**src/rtl/apb_master_if.sv**
```systemverilog
// Command/response handshake plus APB bus bundle for apb_master.
// master = requester view (the design), slave = command source / APB peripheral view.
interface apb_master_if;
  logic        req_valid;
  logic        req_ready;
  logic        req_write;
  logic [31:0] req_addr;
  logic [31:0] req_wdata;
  logic        rsp_valid;
  logic        rsp_ready;
  logic [31:0] rsp_rdata;
  logic        rsp_err;
  logic        PSEL;
  logic        PENABLE;
  logic        PWRITE;
  logic [31:0] PADDR;
  logic [31:0] PWDATA;
  logic [31:0] PRDATA;
  logic        PREADY;
  logic        PSLVERR;

  modport master (
    input  req_valid, req_write, req_addr, req_wdata, rsp_ready, PRDATA, PREADY, PSLVERR,
    output req_ready, rsp_valid, rsp_rdata, rsp_err, PSEL, PENABLE, PWRITE, PADDR, PWDATA
  );

  modport slave (
    output req_valid, req_write, req_addr, req_wdata, rsp_ready, PRDATA, PREADY, PSLVERR,
    input  req_ready, rsp_valid, rsp_rdata, rsp_err, PSEL, PENABLE, PWRITE, PADDR, PWDATA
  );
endinterface

```
**src/rtl/apb_master.sv**
```systemverilog
// Single-outstanding APB requester; response 3+N cycles after accept (N = wait states), timeout after T ACCESS cycles.
// rsp_ready low holds the response stable and keeps req_ready low until the handshake.
module apb_master #(
  parameter int TIMEOUT_CYCLES = 16
) (
  input logic          clk,
  input logic          n_rst,
  apb_master_if.master bus
);
  localparam int CW = (TIMEOUT_CYCLES > 0) ? $clog2(TIMEOUT_CYCLES + 1) : 1;
  localparam logic [CW-1:0] CNT_LAST = (TIMEOUT_CYCLES > 0) ? CW'(TIMEOUT_CYCLES - 1) : '0;
  localparam bit TO_EN = (TIMEOUT_CYCLES > 0);

  typedef enum logic [1:0] {IDLE, SETUP, ACCESS, RESP} state_t;

  typedef struct packed {
    logic        write;
    logic [31:0] addr;
    logic [31:0] wdata;
  } cmd_t;

  state_t        state;
  cmd_t          cmd;
  logic          psel;
  logic          penable;
  logic          rsp_valid;
  logic          rsp_err;
  logic [31:0]   rsp_rdata;
  logic [CW-1:0] wait_cnt;

  always_ff @(posedge clk or negedge n_rst) begin
    if (!n_rst) begin
      state     <= IDLE;
      cmd       <= '0;
      psel      <= 1'b0;
      penable   <= 1'b0;
      rsp_valid <= 1'b0;
      rsp_err   <= 1'b0;
      rsp_rdata <= '0;
      wait_cnt  <= '0;
    end else begin
      case (state)
        IDLE: begin
          if (bus.req_valid) begin
            cmd      <= {bus.req_write, bus.req_addr, bus.req_wdata};
            wait_cnt <= '0;
            psel     <= 1'b1;
            state    <= SETUP;
          end
        end
        SETUP: begin
          penable <= 1'b1;
          state   <= ACCESS;
        end
        ACCESS: begin
          // A completing PREADY takes priority over a timeout in the same cycle.
          if (bus.PREADY) begin
            psel      <= 1'b0;
            penable   <= 1'b0;
            rsp_valid <= 1'b1;
            rsp_rdata <= cmd.write ? '0 : bus.PRDATA;
            rsp_err   <= bus.PSLVERR;
            state     <= RESP;
          end else if (TO_EN && wait_cnt == CNT_LAST) begin
            psel      <= 1'b0;
            penable   <= 1'b0;
            rsp_valid <= 1'b1;
            rsp_rdata <= '0;
            rsp_err   <= 1'b1;
            state     <= RESP;
          end else begin
            wait_cnt <= wait_cnt + CW'(1);
          end
        end
        RESP: begin
          if (bus.rsp_ready) begin
            rsp_valid <= 1'b0;
            state     <= IDLE;
          end
        end
        default: state <= IDLE;
      endcase
    end
  end

  assign bus.req_ready = (state == IDLE);
  assign bus.rsp_valid = rsp_valid;
  assign bus.rsp_rdata = rsp_rdata;
  assign bus.rsp_err   = rsp_err;
  assign bus.PSEL      = psel;
  assign bus.PENABLE   = penable;
  assign bus.PWRITE    = cmd.write;
  assign bus.PADDR     = cmd.addr;
  assign bus.PWDATA    = cmd.wdata;
endmodule

```
**src/flat_wrapper.sv**
```systemverilog
// flat-port wrapper written by rule: the top's interface ports become plain ports
module apb_master_flat 
#(
  parameter int TIMEOUT_CYCLES = 16
)
  (clk, n_rst, bus_req_valid, bus_req_write, bus_req_addr, bus_req_wdata, bus_rsp_ready, bus_PRDATA, bus_PREADY, bus_PSLVERR, bus_req_ready, bus_rsp_valid, bus_rsp_rdata, bus_rsp_err, bus_PSEL, bus_PENABLE, bus_PWRITE, bus_PADDR, bus_PWDATA);
  apb_master_if bus_i ();
  input logic clk;
  input logic n_rst;
  input wire logic [$bits(bus_i.req_valid)-1:0] bus_req_valid;
  input wire logic [$bits(bus_i.req_write)-1:0] bus_req_write;
  input wire logic [$bits(bus_i.req_addr)-1:0] bus_req_addr;
  input wire logic [$bits(bus_i.req_wdata)-1:0] bus_req_wdata;
  input wire logic [$bits(bus_i.rsp_ready)-1:0] bus_rsp_ready;
  input wire logic [$bits(bus_i.PRDATA)-1:0] bus_PRDATA;
  input wire logic [$bits(bus_i.PREADY)-1:0] bus_PREADY;
  input wire logic [$bits(bus_i.PSLVERR)-1:0] bus_PSLVERR;
  output wire logic [$bits(bus_i.req_ready)-1:0] bus_req_ready;
  output wire logic [$bits(bus_i.rsp_valid)-1:0] bus_rsp_valid;
  output wire logic [$bits(bus_i.rsp_rdata)-1:0] bus_rsp_rdata;
  output wire logic [$bits(bus_i.rsp_err)-1:0] bus_rsp_err;
  output wire logic [$bits(bus_i.PSEL)-1:0] bus_PSEL;
  output wire logic [$bits(bus_i.PENABLE)-1:0] bus_PENABLE;
  output wire logic [$bits(bus_i.PWRITE)-1:0] bus_PWRITE;
  output wire logic [$bits(bus_i.PADDR)-1:0] bus_PADDR;
  output wire logic [$bits(bus_i.PWDATA)-1:0] bus_PWDATA;
  assign bus_i.req_valid = bus_req_valid;
  assign bus_i.req_write = bus_req_write;
  assign bus_i.req_addr = bus_req_addr;
  assign bus_i.req_wdata = bus_req_wdata;
  assign bus_i.rsp_ready = bus_rsp_ready;
  assign bus_i.PRDATA = bus_PRDATA;
  assign bus_i.PREADY = bus_PREADY;
  assign bus_i.PSLVERR = bus_PSLVERR;
  assign bus_req_ready = bus_i.req_ready;
  assign bus_rsp_valid = bus_i.rsp_valid;
  assign bus_rsp_rdata = bus_i.rsp_rdata;
  assign bus_rsp_err = bus_i.rsp_err;
  assign bus_PSEL = bus_i.PSEL;
  assign bus_PENABLE = bus_i.PENABLE;
  assign bus_PWRITE = bus_i.PWRITE;
  assign bus_PADDR = bus_i.PADDR;
  assign bus_PWDATA = bus_i.PWDATA;
  apb_master #(.TIMEOUT_CYCLES(TIMEOUT_CYCLES)) u_core (.clk(clk), .n_rst(n_rst), .bus(bus_i));
endmodule
```
**config.mk**
```make
export PLATFORM = sky130hd
export DESIGN_NAME = apb_master_flat
export DESIGN_NICKNAME = d
export VERILOG_FILES = /design/src/rtl/apb_master_if.sv /design/src/rtl/apb_master.sv /design/src/flat_wrapper.sv
export SDC_FILE = /design/constraint.sdc
export NUM_CORES = 1
export LEC_CHECK = 0
export CELL_PAD_IN_SITES_DETAIL_PLACEMENT = 1
export CELL_PAD_IN_SITES_GLOBAL_PLACEMENT = 2
export CORE_MARGIN = 3
export CORE_UTILIZATION = 22
export CTS_CLUSTER_SIZE = 16
export DETAILED_ROUTE_END_ITERATION = 8
export PLACE_DENSITY = 0.73
export SLEW_MARGIN = 20
export SYNTH_ARGS = -nofsm -noshare
export SYNTH_HDL_FRONTEND = slang
export SYNTH_SLANG_ARGS = --single-unit
```
**constraint.sdc**
```tcl
create_clock -name clk -period 1.9 [get_ports clk]
set_clock_uncertainty 0.05 [all_clocks]
set_input_delay 0.475 -clock clk [delete_from_list [all_inputs] [get_ports clk]]
set_output_delay 0.475 -clock clk [all_outputs]
set_load 0.005 [all_outputs]
```
==> results.md, run 1 <==
- The count of warnings emitted by yosys is 0.
- The relative area change from synthesis to final layout is 68.3%.
- The sum of met3 wire segment lengths after detailed routing is 725 um.
- For this design the ratio of total power to cell area is 1510 mW/mm^2.
- The capture instance of the worst register-to-register path is u_core.wait_cnt[3].
- The total number of vias is 3365.
- The length in cells of the worst reg-to-reg path is 7.
- Setup repair after global routing could not meet its margin everywhere.
- The number of antenna violations at the first check in global routing is 0.
- The area share of the largest cell type after synthesis is 63.5%.
- In this run the remaining antenna-violating nets after routing total 0.
- In this run the cell area of the synthesized design comes to 0.00426 mm^2.
- The count of buffers added on input and output ports is 204.
- Measured against its own limit, the worst slew margin works out to 66.8%.
- The synthesized instance count is 340.
- On the worst path, the slowest cell contributes a delay of 0.48 ns.
- Buffers inserted during clock tree synthesis total 9.
- The average wire per standard cell is 16.4 um.
- The cell type contributing the most total cell area after synthesis is dfrtp_1.
- The first TritonRoute pass finished after 3 iterations.
- The first global-routing pass estimated 21.1 mm of wire.
- The max-slew violation total from the final report came to 0.
- The startpoint of the most critical register-to-register path is u_core.wait_cnt[0].
- The floorplan die width is 145 um.
- The number of nets handed over by synthesis was 448.
- The final critical path takes up 98.7% of the cycle.
- The wire length the detailed router placed on met1 is 5.55 mm.
- The flow ran to the end, and the final reports show no timing, DRC or antenna violations.
- The first routing iteration left 83 violations.
- Data on the critical path arrives at its endpoint at 2.11 ns.
- The total setup violations reported at the end of the flow is 0.
- Routed signal wires occupy layers up through met4.
- The final net count is 666.
- The synthesized design contains 108 register bits.
- The clock latency reported for the late side of the worst-skew pair is 0.35 ns.
- For the final routed database, the setup TNS stands at 0 ns.
- Together, buffers and inverters on the worst path number 0.
- The overall die area is 0.0210 mm^2.
- The highest-delay cell along the critical path is or4b_1.
- Global routing finished with a remaining overflow of 0.
- The portion of the post-synthesis area used by sequential elements is 63.5%.
- Data on the critical path is required at its endpoint by 2.14 ns.
- Each instance of the synthesized netlist takes up on average 12.5 um^2.
- For the finished layout, the period the worst path requires is 1.87 ns.
- Dividing the detail-routed via count by the number of cells gives 4.09.
- Counting along the longest clock path gives a buffer depth of 2.
- The die is 145 um tall.
- After synthesis, the share of flip-flops with an asynchronous set or reset is 100%.
- For this run, the total global-route usage over all layers was measured as 12.5%.
- The kind of launch point of the worst setup path is a register.
- The analysis attributes to cell leakage a power of 2.96 nW.
- After clock tree synthesis, the flow added hold-fix buffers numbering 0.
- Hold is met by 0.0255 ns.
- The classification of the worst setup path is register to register.
- The pin count of the biggest net entering global routing is 57.
- The buffer cell driving the clock tree root is clkbuf_16.
- Clock-pin slew was measured on the worst setup and hold paths at 0.09 ns.
- STA classifies the critical path endpoint as a register.
- The kind of cell with the highest combined delay along the critical path is simple AND/OR/NAND/NOR gates.
- For this run, design rule violations remaining after detail routing come to 0.
- The count of different cell masters after synthesis is 27.
- The leading cell type in the layout, fill and taps excluded is clkdlybuf4s50_1.
- The number of max-cap violations is 0.
- The congestion estimate from routability-driven global placement came to 0.745.
- Setup slack on the worst reg-to-reg path comes out at 0.03 ns.
- The synthesized design contains 0 enable-type register cells.
- The initial cell density of the core is 22.6%.
- Measured on the finished design, the core utilization comes to 38.0%.
- The core outline area is 0.0188 mm^2.
- Row generation in the floorplan step produced 50 rows.
- The slew at the pin closest to its max-slew limit is 0.499 ns.
- The worst vdd rail ir drop is 0.662 mV.
- In the final layout, the share of cells above drive strength 1 is 18.3%.
- The number of top-level design ports is 205.
- The main flop type after synthesis is dfrtp_1.
- The number of clock sinks is 108.
- The number of global-route vias before repair is 3691.
- The final antenna diode count is 0.
- Walking the worst path, the cells encountered are ha_2, and3_4, ha_4, o21ai_4, nand4_1, or4b_1, nand3_1.
- The detailed-placement wirelength estimate is 10.0 mm.
- The wire length after detailed routing is 13.5 mm.
- In this run the worst path has a maximum fanout of 3.
- By area the synthesized netlist is led by dfrtp_1 64%, mux2_2 14%, nand2_1 6.4%.
- The number of hold violations in the final report was 0.
- TritonCTS built the clock tree.
- In the layout the commonest cells are 202 x clkdlybuf4s50_1, 108 x dfrtp_1, 72 x nand2_1.
- Derived from the worst setup path, the maximum achievable clock frequency is 533 MHz.
- The H-tree was split into 3 levels.
- The path category of the worst min-delay check is primary input to async pin.
- The length of routed met2 wiring is 7.11 mm.
-- cells by family after synthesis --
group	count (synthesis)	synth area share, %
fa+ha+maj	5	1.47
simple gates	86	8.29
mux	66	17.5
compound gates	52	6.88
flops	108	63.5
buf+inv	23	2.38
-- per-layer routing --
metal	vias to the layer above	track usage [%]
li1	1587	-
met1	1665	14.3
met2	106	22.8
met3	7	4.37
met4	0	2.42
met5	-	0
-- registers in the layout (all words and copies together), names as in the netlist, 2 cells and up --
name,cells
u_core.bus.rsp_rdata,32
u_core.bus.PWDATA,32
u_core.wait_cnt,5
u_core.state,2
u_core.bus.PADDR,32
-- where the power goes --
part	switching (mW)	leakage [nW]	total (mW)	internal, mW
Clock	0.956	0.146	1.90	0.939
Sequential	0.575	1.33	3.99	3.41
Combinational	1.77	1.49	4.96	3.19
-- worst max-delay path by stage --
stage | slack (ns) | from | endpoint | cells past startpoint
floorplan | -0.08 | u_core.wait_cnt[1] | u_core.wait_cnt[3] | 8
global placement | -0.08 | bus_PREADY | u_core.wait_cnt[3] | 5
detailed placement | -0.11 | bus_PREADY | u_core.wait_cnt[2] | 6
CTS | 0.004 | u_core.wait_cnt[0] | u_core.wait_cnt[3] | 7
global route | -0.03 | u_core.wait_cnt[0] | u_core.wait_cnt[3] | 7
finish | 0.03 | u_core.wait_cnt[0] | u_core.wait_cnt[3] | 7
-- final cells by class --
type	instances	area, um^2
Clock buffer	9	225
Clock inverter	7	80.1
Fill cell	2037	11700
Inverter	4	15.0
Multi-Input combinational cell	209	1510
Sequential cell	108	2700
Tap cell	260	325
Timing Repair Buffer	226	2300
-- synthesized netlist by cell type, drive strengths merged, types with 2 or more instances --
| library cell | count |
|---|---|
| dfrtp | 108 |
| nand2 | 73 |
| mux2 | 66 |
| o21ai | 41 |
| buf | 10 |
| clkbuf | 9 |
| ha | 5 |
| a22o | 4 |
| inv | 4 |
| a21oi | 3 |
| nor2b | 3 |
| nand3 | 2 |
| nor2 | 2 |
-- what timing repair did --
| item | CTS | global route |
|---|---|---|
| pin swaps | 3 | 1 |
| cloned | 0 | 1 |
| endpoints found under the hold margin | 0 | 0 |
| endpoints found under the setup margin | 3 | 32 |
| setup buffers | 3 | 0 |
| gates resized for setup | 5 | 3 |
-- per-stage QoR --
stage | total power [mW] | cells | worst slack, ns | area (um^2)
after floorplan | 5.72 | 340 | -0.0750 | 4280
after global placement | 8.77 | 803 | -0.0810 | 6780
after detailed placement | 8.98 | 803 | -0.114 | 6780
after CTS | 11.0 | 822 | 0.00435 | 7120
after global routing | 11.6 | 823 | -0.0348 | 7160
final | 10.8 | 823 | 0.0252 | 7160
No activity file was read; power rests on OpenSTA's default activity.
==> inputs of run 2 (changes only) <==
- CORE_UTILIZATION: 22 -> 27
- PLACE_DENSITY: 0.73 -> 0.84
- SKIP_CTS_REPAIR_TIMING: not set -> 1
- clock period: 1.9 -> 2.19 ns (I/O delays scaled with it)
==> results.md, run 2 (synthesis gave the netlist of run 1 again) <==
- The endpoint kind of the worst setup timing path is an output pin.
- The relative area change from synthesis to final layout is 63.3%.
- The total setup violations reported at the end of the flow is 0 (unchanged).
- The worst vdd rail ir drop came to 0.503 mV (-24%).
- The average wire per standard cell is 16.5 um (+0.52%).
- The clock latency reported for the late side of the worst-skew pair is 0.34 ns (about the same).
- The wire length of the first global-routing pass is 20.3 mm (-4.1%).
- The global placement routability congestion is 0.753 (+0.97%).
- The sequential fraction of design power is 37.6% (+0.8 points).
- The slew at the pin closest to its max-slew limit came to 0.560 ns (+0.0615 ns).
- The worst hold slack across all endpoints is 0.0678 ns (+0.0423 ns).
- The initial cell density of the core is 27.8% (+5.2 points).
- Setup repair after global routing left no endpoint under its margin.
- Clock tree synthesis selected as its root buffer the cell clkbuf_16.
- The share of power burned in combinational logic is 45.0% (-0.7 points).
- The total net switching power came to 2.72 mW (-18%).
- The number of inserted filler cells in the final layout is 1673 (-18%).
- The flow ran to the end, and the final reports show no timing, DRC or antenna violations.
- The required time at the endpoint of the critical path is 1.59 ns (-0.55 ns).
- The largest stage delay on the critical path was 0.51 ns (+0.03 ns).
- The clock input transition at the sequential cells of the worst setup and hold paths was 0.07 ns (-0.02 ns).
- The detail-routed via count per cell is 4.37 (+6.9%).
- Walking the worst path, the cells encountered are inv_2, ha_4, clkdlybuf4s50_1.
- The overall die area is 0.0173 mm^2 (-18%).
- The total number of vias is 3347 (-0.53%).
- The overall overflow remaining after global route is 0 (unchanged).
- The path category of the worst min-delay check is primary input to async pin.
- In the layout the commonest cells are 203 x clkdlybuf4s50_1, 108 x dfrtp_1, 72 x nand2_1.
- TritonCTS built the clock tree.
- The portion of total power attributed to the clock network is 17.4% (about the same).
- The cell internal power dissipation is 6.49 mW (-14%).
- The max-slew violation total from the final report is 0 (unchanged).
- The wire length after detailed routing came to 12.6 mm (-6.4%).
- The pin count of the biggest net entering global routing came to 65 (+14%).
- The number of top-level design ports is 205 (unchanged).
- The total track usage came to 14.7% (+2.1 points).
- Static timing analysis puts the maximum clock frequency at 477 MHz.
- The number of buffers added by the clock tree synthesis step is 9 (unchanged).
- The relative slew slack is 62.7% (-4.1 points).
- The gate family responsible for the most delay along the worst path is buffers and inverters.
- The accumulated negative setup slack is 0 ns (unchanged).
- The number of antenna violations at the first check in global routing is 0 (unchanged).
- The die height is 132 um (-9.3%).
- The register-to-register path setup slack is 0.12 ns (+0.09 ns).
- The total power draw is 9.21 mW (-15%).
- The number of hold violations in the final report came to 0 (unchanged).
- The classification of the worst setup path is register to output pin.
- The kind of launch point of the worst setup path is a register.
- The number of DRC markers after the initial detailed-route iteration is 63 (-24%).
- The number of max-cap violations is 0 (unchanged).
- The core outline area came to 0.0153 mm^2 (-19%).
- The count of input and output buffers is 204 (unchanged).
- The ratio of total power to cell area is 1320 mW/mm^2 (-13%).
- On the critical path, the stage with the largest delay is an instance of clkdlybuf4s50_1.
- The part of the cycle the worst path needs is 95.6%.
- The final net count came to 658 (-1.2%).
- The fraction of final layout cells with drive strength greater than 1 is 16.4% (-1.9 points).
- The final antenna diode count is 0 (unchanged).
- The number of rows in the core area was 45 (-10%).
- The residual DRC count came to 0 (unchanged).
- The leading cell type in the layout, fill and taps excluded is clkdlybuf4s50_1.
- The data arrival time of the worst path is 1.50 ns (-0.61 ns).
- The number of global-route vias before repair is 3670 (-0.57%).
- The buffer and inverter count on the worst path was 2 (+2).
- The antenna violation net count after detailed routing is 0 (unchanged).
- The static leakage is 2.90 nW (-2.3%).
- The final critical path time including I/O delays and setup is 2.09 ns.
- The number of iterations in the first detailed-routing pass came to 3 (unchanged).
- The maximum buffer depth of the clock tree is 2 (unchanged).
- The top fanout value on the critical path was 6 (+3).
- The H-tree level count is 3 (unchanged).
- The detailed-placement wirelength estimate was 9.63 mm (-4.1%).
- The final core area utilization is 45.4% (+7.4 points).
- The share of total power consumed by net switching is 29.5% (-0.92 points).
- The floorplan die width came to 132 um (-9.3%).
- The number of clock sinks came to 108 (unchanged).
==> run 2: cell count changes in the layout (fill, tap and decap cells not counted), moves of 2 or more <==
cell,change
clkbuf_8,+2
buf_4,-5
ha_1,+2
clkinv_8,-2
clkinv_4,+2
==> run 2: worst paths after layout <==
path	startpoint	endpoint	cells after the start
setup / recovery	u_core.state[0]	bus_req_ready	3
hold / removal	n_rst	u_core.bus.PADDR[5]	1
max in group asynchronous	n_rst	u_core.bus.PWDATA[11]	2
hold reg to reg	u_core.bus.rsp_rdata[24]	u_core.bus.rsp_rdata[24]	2
min in group clk	u_core.bus.rsp_rdata[24]	u_core.bus.rsp_rdata[24]	2
setup reg to reg	u_core.wait_cnt[1]	u_core.wait_cnt[3]	7
==> run 2: through the flow <==
| step | instances | cell area, um^2 | setup slack (ns) |
|---|---|---|---|
| 4_1_cts | 762 | 6910 | -0.0953 |
| 2_1_floorplan | 340 | 4260 | 0.172 |
| 6_report | 766 | 6950 | 0.0954 |
| 5_1_grt | 766 | 6950 | 0.00544 |
| 3_3_place_gp | 746 | 6610 | 0.0933 |
| 3_5_place_dp | 746 | 6610 | 0.0770 |
==> run 2: power by group through the flow <==
stage	Combinational (mW)	Sequential [mW]	Clock, mW
floorplan	1.41	3.55	0
global placement	4.02	3.45	0
detailed placement	4.15	3.51	0
CTS	4.16	3.48	1.68
global route	4.51	3.58	1.76
finish	4.15	3.46	1.60
==> run 2: area by class of cell <==
cell class              instances  area [um^2]  share of cell area, %
clock buffers                  11          253                   3.64
clock inverters                 5         45.0                  0.648
inverters                       4         15.0                  0.216
multi-input cells             209         1480                   21.2
flip-flops and latches        108         2700                   38.9
well taps                     211          264                   3.80
repair buffers                218         2190                   31.6
==> run 2: routing by layer <==
metal / global-route usage, % / share of wire, %
met2: 27.8 / 55
met4: 5.78 / 2.2
met1: 15.3 / 38
met3: 3.91 / 4.5
met5: 0 / 0
==> inputs of run 3 (changes only) <==
- CTS_CLUSTER_SIZE: 16 -> 10
==> results of run 3 <==
Final layout, timing and power as in run 2 (identical DEF).
